`src/rtl/quad_operand_gather.sv`:
```
// Quad-precision operand gather: collects up to three 4-word operands through one
// synchronous register-file read port and hands them to the 128-bit ALU stage.
module quad_operand_gather #(
    parameter int  RW            = 6,
    parameter type instruction_t = logic [31:0]
) (
    input  logic          clk,
    input  logic          rst,
    input  logic          flush,
    input  logic          in_valid,
    output logic          in_ready,
    input  instruction_t  in_ir,
    input  logic [RW-1:0] in_ra,
    input  logic [RW-1:0] in_rb,
    input  logic [RW-1:0] in_rc,
    input  logic [2:0]    in_mask,
    output logic          rf_re,
    output logic [RW-1:0] rf_ra,
    input  logic [31:0]   rf_rd,
    output logic          o_valid,
    input  logic          o_ready,
    output instruction_t  o_ir,
    output logic [127:0]  o_a,
    output logic [127:0]  o_b,
    output logic [127:0]  o_c
);

    typedef enum logic [1:0] {IDLE, READ, DRAIN, DONE} state_t;

    state_t        r_state;
    state_t        w_state_nxt;
    instruction_t  r_ir;
    logic [2:0]    r_mask;
    logic [RW-1:0] r_base_a;
    logic [RW-1:0] r_base_b;
    logic [RW-1:0] r_base_c;
    logic [1:0]    r_op;
    logic [1:0]    r_word;
    logic          r_tag_vld;
    logic [1:0]    r_tag_op;
    logic [1:0]    r_tag_word;
    logic [RW-1:0] r_ra_hold;
    logic          r_o_valid;
    logic [127:0]  r_a;
    logic [127:0]  r_b;
    logic [127:0]  r_c;

    logic          w_accept;
    logic          w_flush;
    logic          w_last;
    logic [2:0]    w_first;
    logic [2:0]    w_next;
    logic [RW-1:0] w_base;
    logic [RW-1:0] w_addr;

    // Returns {found, index} of the lowest set mask bit at or above start.
    function automatic logic [2:0] find_op(input logic [2:0] mask, input logic [1:0] start);
        logic [2:0] res;
        res = 3'b000;
        for (int i = 2; i >= 0; i--) begin
            if (i >= int'(start) && mask[i]) res = {1'b1, 2'(i)};
        end
        return res;
    endfunction

    always_comb begin
        w_state_nxt = r_state;
        w_accept    = 1'b0;
        w_flush     = flush && (r_state != IDLE);
        w_first     = find_op(in_mask, 2'd0);
        w_next      = find_op(r_mask, r_op + 2'd1);
        w_last      = (r_word == 2'd3) && !w_next[2];
        case (r_op)
            2'd1:    w_base = r_base_b;
            2'd2:    w_base = r_base_c;
            default: w_base = r_base_a;
        endcase
        w_addr   = w_base + RW'(r_word);
        in_ready = (r_state == IDLE);
        rf_re    = (r_state == READ);
        rf_ra    = rf_re ? w_addr : r_ra_hold;
        case (r_state)
            IDLE: begin
                if (in_valid && !flush) begin
                    w_accept    = 1'b1;
                    w_state_nxt = (in_mask != 3'b000) ? READ : DRAIN;
                end
            end
            READ:    if (w_last) w_state_nxt = DRAIN;
            DRAIN:   w_state_nxt = DONE;
            DONE:    if (o_ready) w_state_nxt = IDLE;
            default: w_state_nxt = IDLE;
        endcase
        if (w_flush) w_state_nxt = IDLE;
    end

    always_ff @(posedge clk) begin
        if (rst) r_state <= IDLE;
        else     r_state <= w_state_nxt;
    end

    always_ff @(posedge clk) begin
        if (rst) begin
            r_ir       <= '0;
            r_mask     <= 3'b000;
            r_base_a   <= '0;
            r_base_b   <= '0;
            r_base_c   <= '0;
            r_op       <= 2'd0;
            r_word     <= 2'd0;
            r_tag_vld  <= 1'b0;
            r_tag_op   <= 2'd0;
            r_tag_word <= 2'd0;
            r_ra_hold  <= '0;
            r_o_valid  <= 1'b0;
            r_a        <= '0;
            r_b        <= '0;
            r_c        <= '0;
        end else if (w_flush) begin
            r_tag_vld <= 1'b0;
            r_o_valid <= 1'b0;
            r_a       <= '0;
            r_b       <= '0;
            r_c       <= '0;
        end else begin
            r_tag_vld <= rf_re;
            if (w_accept) begin
                r_ir     <= in_ir;
                r_mask   <= in_mask;
                r_base_a <= in_ra & ~RW'(3);
                r_base_b <= in_rb & ~RW'(3);
                r_base_c <= in_rc & ~RW'(3);
                r_op     <= w_first[1:0];
                r_word   <= 2'd0;
                r_a      <= '0;
                r_b      <= '0;
                r_c      <= '0;
            end
            // Read stage: issue address and remember its (operand, word) tag.
            if (rf_re) begin
                r_tag_op   <= r_op;
                r_tag_word <= r_word;
                r_ra_hold  <= w_addr;
                if (r_word == 2'd3) begin
                    r_word <= 2'd0;
                    r_op   <= w_next[1:0];
                end else begin
                    r_word <= r_word + 2'd1;
                end
            end
            // Capture stage: read data arrives one cycle after its address.
            if (r_tag_vld) begin
                case (r_tag_op)
                    2'd1:    r_b[{r_tag_word, 5'd0} +: 32] <= rf_rd;
                    2'd2:    r_c[{r_tag_word, 5'd0} +: 32] <= rf_rd;
                    default: r_a[{r_tag_word, 5'd0} +: 32] <= rf_rd;
                endcase
            end
            if (r_state == DRAIN)                r_o_valid <= 1'b1;
            else if (r_state == DONE && o_ready) r_o_valid <= 1'b0;
        end
    end

    assign o_valid = r_o_valid;
    assign o_ir    = r_ir;
    assign o_a     = r_a;
    assign o_b     = r_b;
    assign o_c     = r_c;

endmodule

```
`config.mk`:
```
export PLATFORM = sky130hd
export DESIGN_NAME = quad_operand_gather
export DESIGN_NICKNAME = d
export VERILOG_FILES = /design/src/rtl/quad_operand_gather.sv
export SDC_FILE = /design/constraint.sdc
export NUM_CORES = 1
export LEC_CHECK = 0
export BUFFER_PORTS_ARGS = -buffer_cell sky130_fd_sc_hd__buf_4
export CAP_MARGIN = 15
export CORE_AREA = 5 5 199 201
export DETAILED_ROUTE_END_ITERATION = 8
export DIE_AREA = 0 0 204 206
export GPL_TIMING_DRIVEN = 0
export PLACE_DENSITY = 0.72
export SYNTH_ARGS = -nofsm -noshare
export SYNTH_HDL_FRONTEND = slang
export SYNTH_SLANG_ARGS = --single-unit
```
`constraint.sdc`:
```
create_clock -name clk -period 3.5 [get_ports clk]
set_input_delay 0.35 -clock clk [delete_from_list [all_inputs] [get_ports clk]]
set_output_delay 0.35 -clock clk [all_outputs]
set_load 0.05 [all_outputs]
```
## Word level (Yosys, flattened, before mapping)

Index checks and enable logic that the tools add are counted.

| storage, ports and cells | value |
|---|---|
| logic and storage cells | 98 |
| input port bits | 90 |
| output and inout port bits | 425 |
| bits in registers | 449 |

| operators by class | value |
|---|---|
| shift-type cells | 2 |
| bitwise operators | 1 |
| muxes and demuxes | 41 |
| equal/unequal tests | 11 |
| $add $sub $neg | 4 |
| magnitude comparators | 3 |
| reductions and logical operators | 20 |

Operators with widths:

| cell | count |
|---|---|
| $mux W128 | 15 |
| $bwmux W128 | 3 |
| $shift A32 B9 Y128 const A | 1 |
| $shiftx A32 B9 Y128 | 1 |
| $mux W2 | 13 |
| $pmux W6 S2 | 1 |
| $eq A2 B2 Y1 const B | 5 |
| $mux W3 | 3 |
| $neg A7 Y9 | 1 |
| $pmux W2 S4 | 1 |
| $logic_and A1 B1 Y1 | 7 |
| $add A6 B2 Y6 | 1 |
| $eq A2 B1 Y1 const B | 3 |
| $mux W6 | 1 |
| $reduce_and A2 Y1 | 3 |
| $reduce_bool A2 Y1 | 3 |
| $add A2 B1 Y2 const B | 2 |
| $ge A1 B2 Y1 const A | 2 |
| $mux W1 | 4 |
| $ne A2 B1 Y1 const B | 2 |
| $reduce_or A2 Y1 | 2 |
| $reduce_and A3 Y1 | 1 |
| $reduce_bool A3 Y1 | 1 |
| $ge A2 B2 Y1 const A | 1 |
| other kinds (4) | 5 |

## Longest topological paths before layout

Gate-level depths: netlist of run 1.

| logic depth | value |
|---|---|
| depth after elaboration | 10 |
| mapped depth | 9 |
| gate-level depth less buffers | 6 |

## Least setup slack after synthesis of run 1

No wires, ideal clock.

| timing path | value |
|---|---|
| path kind | flip-flop to flip-flop |
| start | register r_state[0] |
| end | register r_state[0] |
| required time | 3441 ps |
| period minus slack after synthesis | 2125 ps |
| path slack | 1375 ps |
| setup time | 59 ps |
| path buffers | 1 |
| arrival | 2065 ps |
| cell stages (with the launch flop) | 8 |
| cells stage by stage | dfxtp_1 > inv_1 > ha_1 > nor2b_1 > or2_0 > buf_2 > or4_1 > nand2_1 |

| between the ends | value |
|---|---|
| longest elaborated chain between the ends | 3 |
| elaborated cells on any way between the ends | 12 |
| those cells by class | eq/ne (6); mux (1); reduce/logical (5) |

RTL lines:

| item | line | text |
|---|---|---|
| from (decl) | 30 | `state_t r_state;` |
| from (signal assigned) | 99 | `else r_state <= w_state_nxt;` |
| $logic_not A2 Y1 * | -- |  |
| via in_ready | 11 | `output logic in_ready,` |
| $ne A2 B1 Y1 (no line) | -- |  |
| $reduce_and A3 Y1 (no line) | -- |  |

The timed path passes the listed nets; every way through them passes the cells marked *.
A chain may end at the register's enable or synchronous reset.

## Worst setup path in the final report of run 1

| timing path | value |
|---|---|
| start | register r_tag_word[0] |
| end | register r_c[107], in the netlist o_c[107] |

| between the ends | value |
|---|---|
| longest elaborated chain between the ends | 5 |
| elaborated cells on any way between the ends | 6 |
| those cells by class | add/sub (1); shift (2); mux (3) |

RTL lines:

| item | line | text |
|---|---|---|
| from (decl) | 41 | `logic [1:0] r_tag_word;` |
| from (signal assigned) | 142 | `r_tag_word <= r_word;` |
| $neg A7 Y9 * | 155 | `2'd2: r_c[{r_tag_word, 5'd0} +: 32] <= rf_rd;` |
| $shiftx A32 B9 Y128 / $shift A32 B9 Y128 (equally long branches) | 155 |  |
| $bwmux W128 * | 155 |  |
| $mux W128 * | 153 | `case (r_tag_op)` |
| $mux W128 * | 152 | `if (r_tag_vld) begin` |
| to (signal, indexed assignment) | 155 |  |
| to (decl) | 46 | `logic [127:0] r_c;` |

Every way passes the cells marked *; elsewhere a longest branch is shown, timed or not.

==> qor.csv, run 1 <==
stage,metric,value,unit
drt,top_layer,met4,
logic_synthesis,synth_cell_types,42,
worst_hold_path,hold_class,in -> reg,
drt,via_count,16340,
logic_synthesis,yosysTopAreaCell,dfxtp_1,
setup_path,critPathRequiredTime,4000,ps
clock_tree,worstSkewPairLatency,570,ps
cells_and_area,area_delta_synth_final,38.03,%
timing,tns,0,ps
clock_tree,cts_htree_levels,2,
timing,fmax,344.1,MHz
timing,worstMarginPinSlew,1233,ps
setup_path,start_kind,register,
global_routing,grt_use_total,31.97,%
logic_synthesis,ys_seq_elements,449,
timing,finalSetupViolCount,0,
global_routing,grt_first_pass_wirelength,101.7,mm
drt,drt_iter0_drc,1489,
logic_synthesis,synth_edf_count,0,
job,max_cap_violations,0,
floorplan,die_height,206,um
clock_tree,cts_buffer_depth,3,
floorplan,die_area,42020,sq um
run_status,status,"complete, no violations",
timing,skew,15.76,ps
logic_synthesis,synthesis.area,16100,sq um
logic_synthesis,synth.most_common_cell,dfxtp_1,
cells_and_area,multi_input_area,6200,sq um
drt,drt_wl_total,71.18,mm
logic_synthesis,synth.avg_cell_area,9.393,sq um
drt,m1WireLength,26.28,mm
floorplan,coreArea,37400,sq um
clock_tree,post_cts_buffers,0,
placement,dp_slack,694.0,ps
clock_tree,cts_tree,done,
setup_path,cp_max_fo,10,
timing,relSlewSlack,17.78,%
logic_synthesis,async_flop_share,0,%
floorplan,core.rowCount,71,
clock_tree,clk_pin_slew,60,ps
logic_synthesis,synth-main-ff-cell,dfxtp_1,
drt,dr_wl_met3,7.855,mm
floorplan,ios,515,
pwr,p_leak,0.009119,uW
cells_and_area,num-nets-final,2374,
placement,finalWeightedCongestion,0.8773,
global_routing,antenna_found_initial,0,
timing,rsz0062_at_grt,no,
drt,final_antenna_net_count,0,
clock_tree,cts_buffers,47,
drt,wl_met2,33.43,mm
logic_synthesis,syn_nets,1820,
cells_and_area,drive_above_1_share,30.69,%
placement,portBuffers,503,
setup_path,crit_arrival,3400,ps
global_routing,grt_max_degree,15,
cells_and_area,final_area,22220,sq um
timing,hold_violations,0,
timing,min_period,2906,ps
pwr,powerDensity,570.6,nW/um^2
placement,hpwl,52.36,mm
timing,setup_ws,594.1,ps
timing,drv_slew,0,
pwr,vdd_drop_max,0.0003928,V
logic_synthesis,synthCells,1714,
cells_and_area,diodes,0,
drt,drtPass1Iterations,6,
logic_synthesis,synth_top_area_share,55.83,%
drt,drc,0,
clock_tree,cts_sinks,449,
setup_path,end_kind,register,
clock_tree,postCtsResizedCells,0,
logic_synthesis,yosysSeqAreaShare,55.83,%
logic_synthesis,synthTopCellsByCount,"449 x dfxtp_1, 401 x nor2_1, 221 x a22oi_1, 162 x a32oi_1, 124 x nand2_1",
floorplan,die_width,204,um
floorplan,start_util,43.05,%
setup_path,regToRegSetupSlack,590,ps
global_routing,grt_pass1_vias,15862,
placement,placed_area,20510,sq um
cells_and_area,fill_cells,3178,
timing,finalCritPeriodShare,83.02,%
logic_synthesis,synth_area_leaders,"dfxtp_1 56%, a22oi_1 10%, nor2_1 9.3%",
drt,vias_per_cell,5.805,
drt,wl_per_cell,25.28,um
clock_tree,cts_root_buffer,clkbuf_16,
logic_synthesis,ys_warn_count,0,
setup_path,worstSetupPathType,reg -> reg,
global_routing,grt-ovfl-total,0,
cells_and_area,seq_area,8989,sq um
[worst paths after layout]
check,start,end,depth (start not counted)
worst max-delay path,r_tag_word[0],o_c[107],7
worst min-delay path,in_ir[13],o_ir[13],3
worst max register to register,r_tag_word[0],o_c[107],7
worst min register to register,r_base_b[2],r_base_b[2],2
[layout make-up]
cell class,instances,share of cell area (%)
Inverter,12,0.2027
Tap cell,511,2.877
Timing Repair Buffer,505,17.08
Sequential cell,449,40.45
Clock buffer,64,6.267
Clock inverter,21,1.323
Buffer,186,3.896
Multi-Input combinational cell,1067,27.90
[cells in the final DEF, fill, tap and decap left out, types with 49 or more instances in the layout]
master	synthesis	final
a21oi_1	63	63
clkbuf_16	0	49
dfxtp_1	449	449
nand2_1	124	124
a32oi_1	162	162
a22oi_1	221	221
nor2_1	401	401
clkbuf_1	80	84
buf_2	92	92
buf_4	6	509
[sequential cells by signal, summed over array words and instances (netlist names), 2 cells and up]
name,flops
r_mask,3
r_base_c,4
o_c,128
o_b,128
r_op,2
r_word,2
r_base_a,4
r_base_b,4
r_state,2
r_tag_word,2
r_ra_hold,6
o_ir,32
o_a,128
r_tag_op,2
[layer usage]
metal / GRT usage, % / vias up
met3: 9.054 / 205
met1: 38.57 / 7916
met4: 14.33 / 0
met2: 53.42 / 965
li1: - / 7254
met5: 0 / -
[repair_timing]
item / in CTS / in global routing
endpoints found under the hold margin: 2 / 0
setup endpoints to repair: 0 / 0
hold buffers: 2 / 0
[logic make-up after synthesis]
family / Yosys count / synth area share, %
fa+ha+maj: 16 / 1.243
simple gates: 574 / 14.60
mux: 6 / 0.4196
flops: 449 / 55.83
buf+inv: 198 / 5.658
compound gates: 471 / 22.25
[critical path, stage by stage (launching register included)]
cell	delay [ps]
dfxtp_1	360
buf_4	190
inv_1	90
ha_1	400
nor3b_1	900
clkbuf_1	520
a32oi_1	200
nor2_1	150
[power breakdown]
group	internal [uW]	switching (uW)	total (uW)	leakage, uW
Sequential	5220	70.5	5290	0.00362
Clock	3300	2110	5410	0.000839
Combinational	479	1500	1980	0.00466
[metrics by stage]
stage / power (uW) / hold WS, ps / utilization, % / std cells
after global routing: 13080 / 19.41 / 59.42 / 2815
final: 12680 / 33.80 / 59.42 / 2815
after detailed placement: 7351 / 447.1 / 54.85 / 2728
after floorplan: 6600 / 433.8 / - / 1714
after CTS: 12710 / 2.616 / 59.42 / 2815
after global placement: 7317 / 441.5 / 54.85 / 2728
Power figures use the tool's default switching activity.
==> run 2, diff against run 1 <==
--- a/config.mk
+++ b/config.mk
@@ -11,7 +11,7 @@
 export DETAILED_ROUTE_END_ITERATION = 8
 export DIE_AREA = 0 0 204 206
 export GPL_TIMING_DRIVEN = 0
-export PLACE_DENSITY = 0.72
+export PLACE_DENSITY = 0.75
 export SYNTH_ARGS = -nofsm -noshare
 export SYNTH_HDL_FRONTEND = slang
 export SYNTH_SLANG_ARGS = --single-unit
==> constraint.sdc (replaced) <==
create_clock -name clk -period 2.6 [get_ports clk]
set_input_delay 0.26 -clock clk [delete_from_list [all_inputs] [get_ports clk]]
set_output_delay 0.26 -clock clk [all_outputs]
set_load 0.05 [all_outputs]
==> qor.csv, run 2 (same netlist as run 1, synthesis figures left out) <==
stage,metric,value,unit
floorplan,ios,515,
timing,finalCritPeriodShare,94.85,%
global_routing,antenna_found_initial,0,
global_routing,grt_max_degree,16,
worst_hold_path,hold_class,in -> reg,
clock_tree,cts_htree_levels,2,
setup_path,max_stage_delay,380,ps
timing,hold_violations,0,
drt,wl_per_cell,25.26,um
placement,portBuffers,503,
setup_path,path_cells,inv_1 -> ha_1 -> and3b_1 -> buf_2 -> buf_4 -> nor2_2 -> buf_2 -> a22oi_1 -> nor2_1,
clock_tree,clk_pin_slew,60,ps
drt,dr_wl_met3,8.124,mm
drt,vias_per_cell,5.849,
setup_path,crit_family,buffers and inverters,
cells_and_area,final_cell_mix,"514 x buf_4, 448 x dfxtp_1, 398 x nor2_1, 221 x a22oi_1, 162 x a32oi_1",
floorplan,start_util,43.05,%
timing,hold_ws,16.40,ps
setup_path,critPathRequiredTime,3100,ps
global_routing,grt_first_pass_wirelength,104.6,mm
timing,setup_ws,133.9,ps
drt,m1WireLength,26.53,mm
pwr,p_leak,0.009481,uW
timing,skew,18.96,ps
placement,placed_area,20510,sq um
cells_and_area,num-nets-final,2449,
drt,wl_met2,33.85,mm
timing,finalSetupViolCount,0,
clock_tree,cts_buffer_depth,3,
setup_path,crit_slowest_cell,dfxtp_1,
timing,relSlewSlack,15.19,%
clock_tree,worstSkewPairLatency,580,ps
placement,hpwl,52.56,mm
global_routing,grt_use_total,32.72,%
cells_and_area,drive_above_1_share,31.11,%
placement,dp_slack,-209.4,ps
timing,min_period,2466,ps
clock_tree,cts_tree,done,
job,max_cap_violations,0,
drt,drt_wl_total,73.01,mm
drt,via_count,16905,
placement,finalWeightedCongestion,0.9212,
global_routing,grt_pass1_vias,16624,
timing,fmax,405.5,MHz
setup_path,start_kind,register,
drt,top_layer,met4,
floorplan,die_width,204,um
clock_tree,cts_buffers,45,
setup_path,critPathBufInv,4,
clock_tree,cts_root_buffer,clkbuf_16,
cells_and_area,diodes,0,
setup_path,cp_max_fo,10,
cells_and_area,area_delta_synth_final,42.30,%
cells_and_area,final_area,22910,sq um
drt,drc,0,
setup_path,crit_top_cell,buf_2,
setup_path,end_kind,register,
drt,final_antenna_net_count,0,
run_status,status,"complete, no violations",
timing,drv_slew,0,
pwr,vdd_drop_max,0.0005760,V
pwr,powerDensity,723.1,nW/um^2
floorplan,die_area,42020,sq um
clock_tree,cts_sinks,449,
drt,drtPass1Iterations,6,
global_routing,grt-ovfl-total,0,
floorplan,die_height,206,um
setup_path,worstSetupPathType,reg -> reg,
cells_and_area,final_common_cell,buf_4,
setup_path,crit_arrival,2970,ps
drt,drt_iter0_drc,1519,
timing,tns,0,ps
timing,worstMarginPinSlew,1272,ps
floorplan,core.rowCount,71,
floorplan,coreArea,37400,sq um
timing,rsz0062_at_grt,no,
run 2: cell types whose count changed in the layout (fill, tap and decap cells not counted), sizes merged:
cell         before  now
bufinv            7    3
buf             609  616
inv              13   15
clkbuf          144  140
dlygate4sd3       2   73
clkinvlp          1    3
clkinv           12   13
run 2: worst paths after layout:
check                           endpoint  slack (ps)        from  cells past startpoint
worst max register to register  o_c[126]         130  r_state[0]                      9
worst min register to register  o_ir[30]         450    o_ir[30]                      2
worst min-delay path             o_c[24]          20   rf_rd[24]                      3
worst max-delay path            o_c[126]         130  r_state[0]                      9
run 2: power breakdown:
part,switching [uW],internal [uW]
sequential,96.3,7020
combinational,2080,728
clock,2830,3810
total,5000,11600
run 2: routing by layer:
layer | vias to the layer above | GRT usage (%)
met4 | 0 | 18.33
met1 | 8175 | 38.14
met3 | 251 | 9.556
met2 | 1069 | 54.22
li1 | 7410 | -
met5 | - | 0
run 2: repair_timing:
item | CTS | global route
setup endpoints to repair | 155 | 242
gates resized for setup | 13 | 37
pin swaps | 0 | 3
hold endpoints to repair | 97 | 0
setup buffers | 2 | 4
hold buffers | 73 | 0
run 2: final cells by class:
type	count	area, sq um
multi-input combinational	1067	6264
clock buffer	61	1296
timing repair buffer	583	4579
clock inverter	22	207.7
inverter	12	45.04
tap	511	639.4
buffer	185	888.4
sequential	449	8990
fill	3013	14490
run 2: worst min-delay path, cell delays in order:
cell	delay [ps]
buf_4	130
a22oi_1	70
nor2_1	80
run 2: through the flow:
stage          instances  total power (uW)  utilization [%]
2_1_floorplan       1714              8885                -
3_3_place_gp        2728              9837            54.85
3_5_place_dp        2728              9904            54.85
4_1_cts             2885             16530            60.99
5_1_grt             2890             17070            61.26
6_report            2890             16570            61.26
==> run 3, diff against run 2 <==
--- a/config.mk
+++ b/config.mk
@@ -8,10 +8,11 @@
 export BUFFER_PORTS_ARGS = -buffer_cell sky130_fd_sc_hd__buf_4
 export CAP_MARGIN = 15
 export CORE_AREA = 5 5 199 201
+export CTS_CLUSTER_DIAMETER = 40
 export DETAILED_ROUTE_END_ITERATION = 8
 export DIE_AREA = 0 0 204 206
 export GPL_TIMING_DRIVEN = 0
-export PLACE_DENSITY = 0.75
+export PLACE_DENSITY = 0.82
 export SYNTH_ARGS = -nofsm -noshare
 export SYNTH_HDL_FRONTEND = slang
 export SYNTH_SLANG_ARGS = --single-unit
==> qor.csv, run 3 (same netlist as run 1, synthesis figures left out) <==
stage,metric,value,unit
pwr,power_frac_clock,44.7,%
floorplan,start_util,43.05,%
placement,finalWeightedCongestion,0.9641,
pwr,powerDensity,772.0,nW/um^2
setup_path,worstReg2RegStart,r_state[0],
timing,hold_ws,170.6,ps
floorplan,die_area,42020,sq um
global_routing,grt_use_total,32.85,%
drt,drc,0,
floorplan,die_height,206,um
global_routing,grt_first_pass_wirelength,104.9,mm
floorplan,die_width,204,um
floorplan,coreArea,37400,sq um
clock_tree,cts_htree_levels,2,
worst_hold_path,hold_start,flush,
pwr,p_comb_share,15.7,%
setup_path,r2r-end,o_c[70],
worst_hold_path,hold_end,r_op[0],
setup_path,crit_family,flip-flops,
floorplan,ios,515,
pwr,intPower,12670,uW
setup_path,start_kind,register,
pwr,p_sw_share,29.77,%
global_routing,grt-ovfl-total,0,
setup_path,crit_slowest_cell,dfxtp_1,
clock_tree,cts_root_buffer,clkbuf_16,
cells_and_area,drive_above_1_share,31.46,%
pwr,p_total,18040,uW
cells_and_area,num-nets-final,2460,
timing,min_period,2532,ps
global_routing,antenna_found_initial,1,
pwr,p_leak,0.009695,uW
placement,portBuffers,503,
drt,drt_iter0_drc,1520,
pwr,vdd_drop_max,0.0005888,V
clock_tree,cts_tree,done,
timing,rsz0062_at_grt,no,
drt,vias_per_cell,5.916,
clock_tree,clk_pin_slew,60,ps
cells_and_area,area_delta_synth_final,45.15,%
pwr,seqPwrFrac,39.5,%
worst_hold_path,hold_depth,4,
clock_tree,cts_sinks,449,
setup_path,end_kind,output pin,
clock_tree,cts_buffers,55,
drt,wl_per_cell,25.39,um
run_status,status,"complete, no violations",
job,max_cap_violations,0,
setup_path,path_cells,inv_1 -> ha_1 -> a22oi_1 -> o21ai_0 -> mux2_2 -> buf_4,
clock_tree,worstSkewPairLatency,590,ps
placement,hpwl,52.85,mm
drt,drt_wl_total,73.85,mm
cells_and_area,final_cell_mix,"512 x buf_4, 448 x dfxtp_1, 398 x nor2_1, 221 x a22oi_1, 162 x a32oi_1",
setup_path,crit_arrival,2270,ps
setup_path,max_stage_delay,510,ps
drt,drtPass1Iterations,7,
timing,skew,25.96,ps
drt,final_antenna_net_count,0,
setup_path,r2r_cells,9,
cells_and_area,final_common_cell,buf_4,
global_routing,grt_pass1_vias,16972,
global_routing,grt_max_degree,15,
timing,worstMarginPinSlew,1222,ps
worst_hold_path,hold_class,in -> reg,
timing,relSlewSlack,18.53,%
timing,finalCritPeriodShare,97.38,%
timing,fmax,395.0,MHz
clock_tree,cts_buffer_depth,3,
timing,hold_violations,0,
floorplan,core.rowCount,71,
setup_path,worstSetupPathType,reg -> out,
timing,finalSetupViolCount,0,
setup_path,cp_max_fo,7,
drt,via_count,17209,
setup_path,regToRegSetupSlack,80,ps
setup_path,critPathBufInv,2,
timing,drv_slew,0,
setup_path,critPathRequiredTime,2340,ps
pwr,p_sw,5371,uW
## run 3: tightest hold or removal path, cell delays in order
cell and delay (ps):
buf_4 120, nor2b_2 190, nand3b_1 90, o31ai_1 60
## run 3: worst max path at each step
stage / from / to / slack [ps] / cells after the start
finish: r_op[1] / rf_ra[3] / 70 / 6
detailed placement: r_tag_word[0] / o_b[68] / -210 / 8
CTS: r_tag_word[0] / o_b[49] / -30 / 8
global placement: r_tag_word[0] / o_b[67] / -170 / 8
global route: r_op[1] / rf_ra[3] / 1 / 6
floorplan: r_state[0] / r_state[0] / 480 / 7
## run 3: area by class of cell
| cell class | count | area (sq um) |
|---|---|---|
| plain buffers | 185 | 887.1 |
| clock inverters | 29 | 371.6 |
| well taps | 511 | 639.4 |
| flip-flops and latches | 449 | 8990 |
| clock buffers | 71 | 1569 |
| diodes | 1 | 2.502 |
| fillers | 2913 | 14030 |
| multi-input cells | 1067 | 6262 |
| inverters | 12 | 45.04 |
| repair buffers | 584 | 4602 |
## run 3: what timing repair did
action                                  4_1_cts  5_1_grt
gates resized for setup                      10       37
hold buffers                                 76        0
pin swaps                                     0        2
setup buffers                                 3        0
endpoints found under the setup margin      169      243
endpoints found under the hold margin       106        0
## run 3: power groups by stage
| stage | combinational [uW] | sequential (uW) | clock, uW |
|---|---|---|---|
| 2_1_floorplan | 1300 | 7580 | 0 |
| 3_3_place_gp | 2570 | 7260 | 0 |
| 3_5_place_dp | 2630 | 7270 | 0 |
| 4_1_cts | 2740 | 7120 | 8080 |
| 5_1_grt | 2970 | 7140 | 8380 |
| 6_report | 2840 | 7130 | 8070 |
## run 3: routing by layer
layer,vias to the layer above,part of all wire [%],global-route usage (%)
li1,7442,-,-
met1,8232,35,37.16
met2,1234,47,54.30
met3,301,11,10.07
met4,0,6.8,20.67
met5,-,0,0
## run 3: per-stage QoR
stage / util (%) / setup WS (ps) / instances / cell area (sq um) / setup TNS, ps
3_3_place_gp: 54.85 / -167.1 / 2728 / 20510 / -7057
6_report: 62.48 / 68.14 / 2909 / 23370 / 0
5_1_grt: 62.48 / 1.472 / 2909 / 23370 / 0
3_5_place_dp: 54.85 / -211.6 / 2728 / 20510 / -15030
2_1_floorplan: - / 475.3 / 1714 / 16100 / 0
4_1_cts: 62.18 / -29.69 / 2906 / 23250 / -172.4
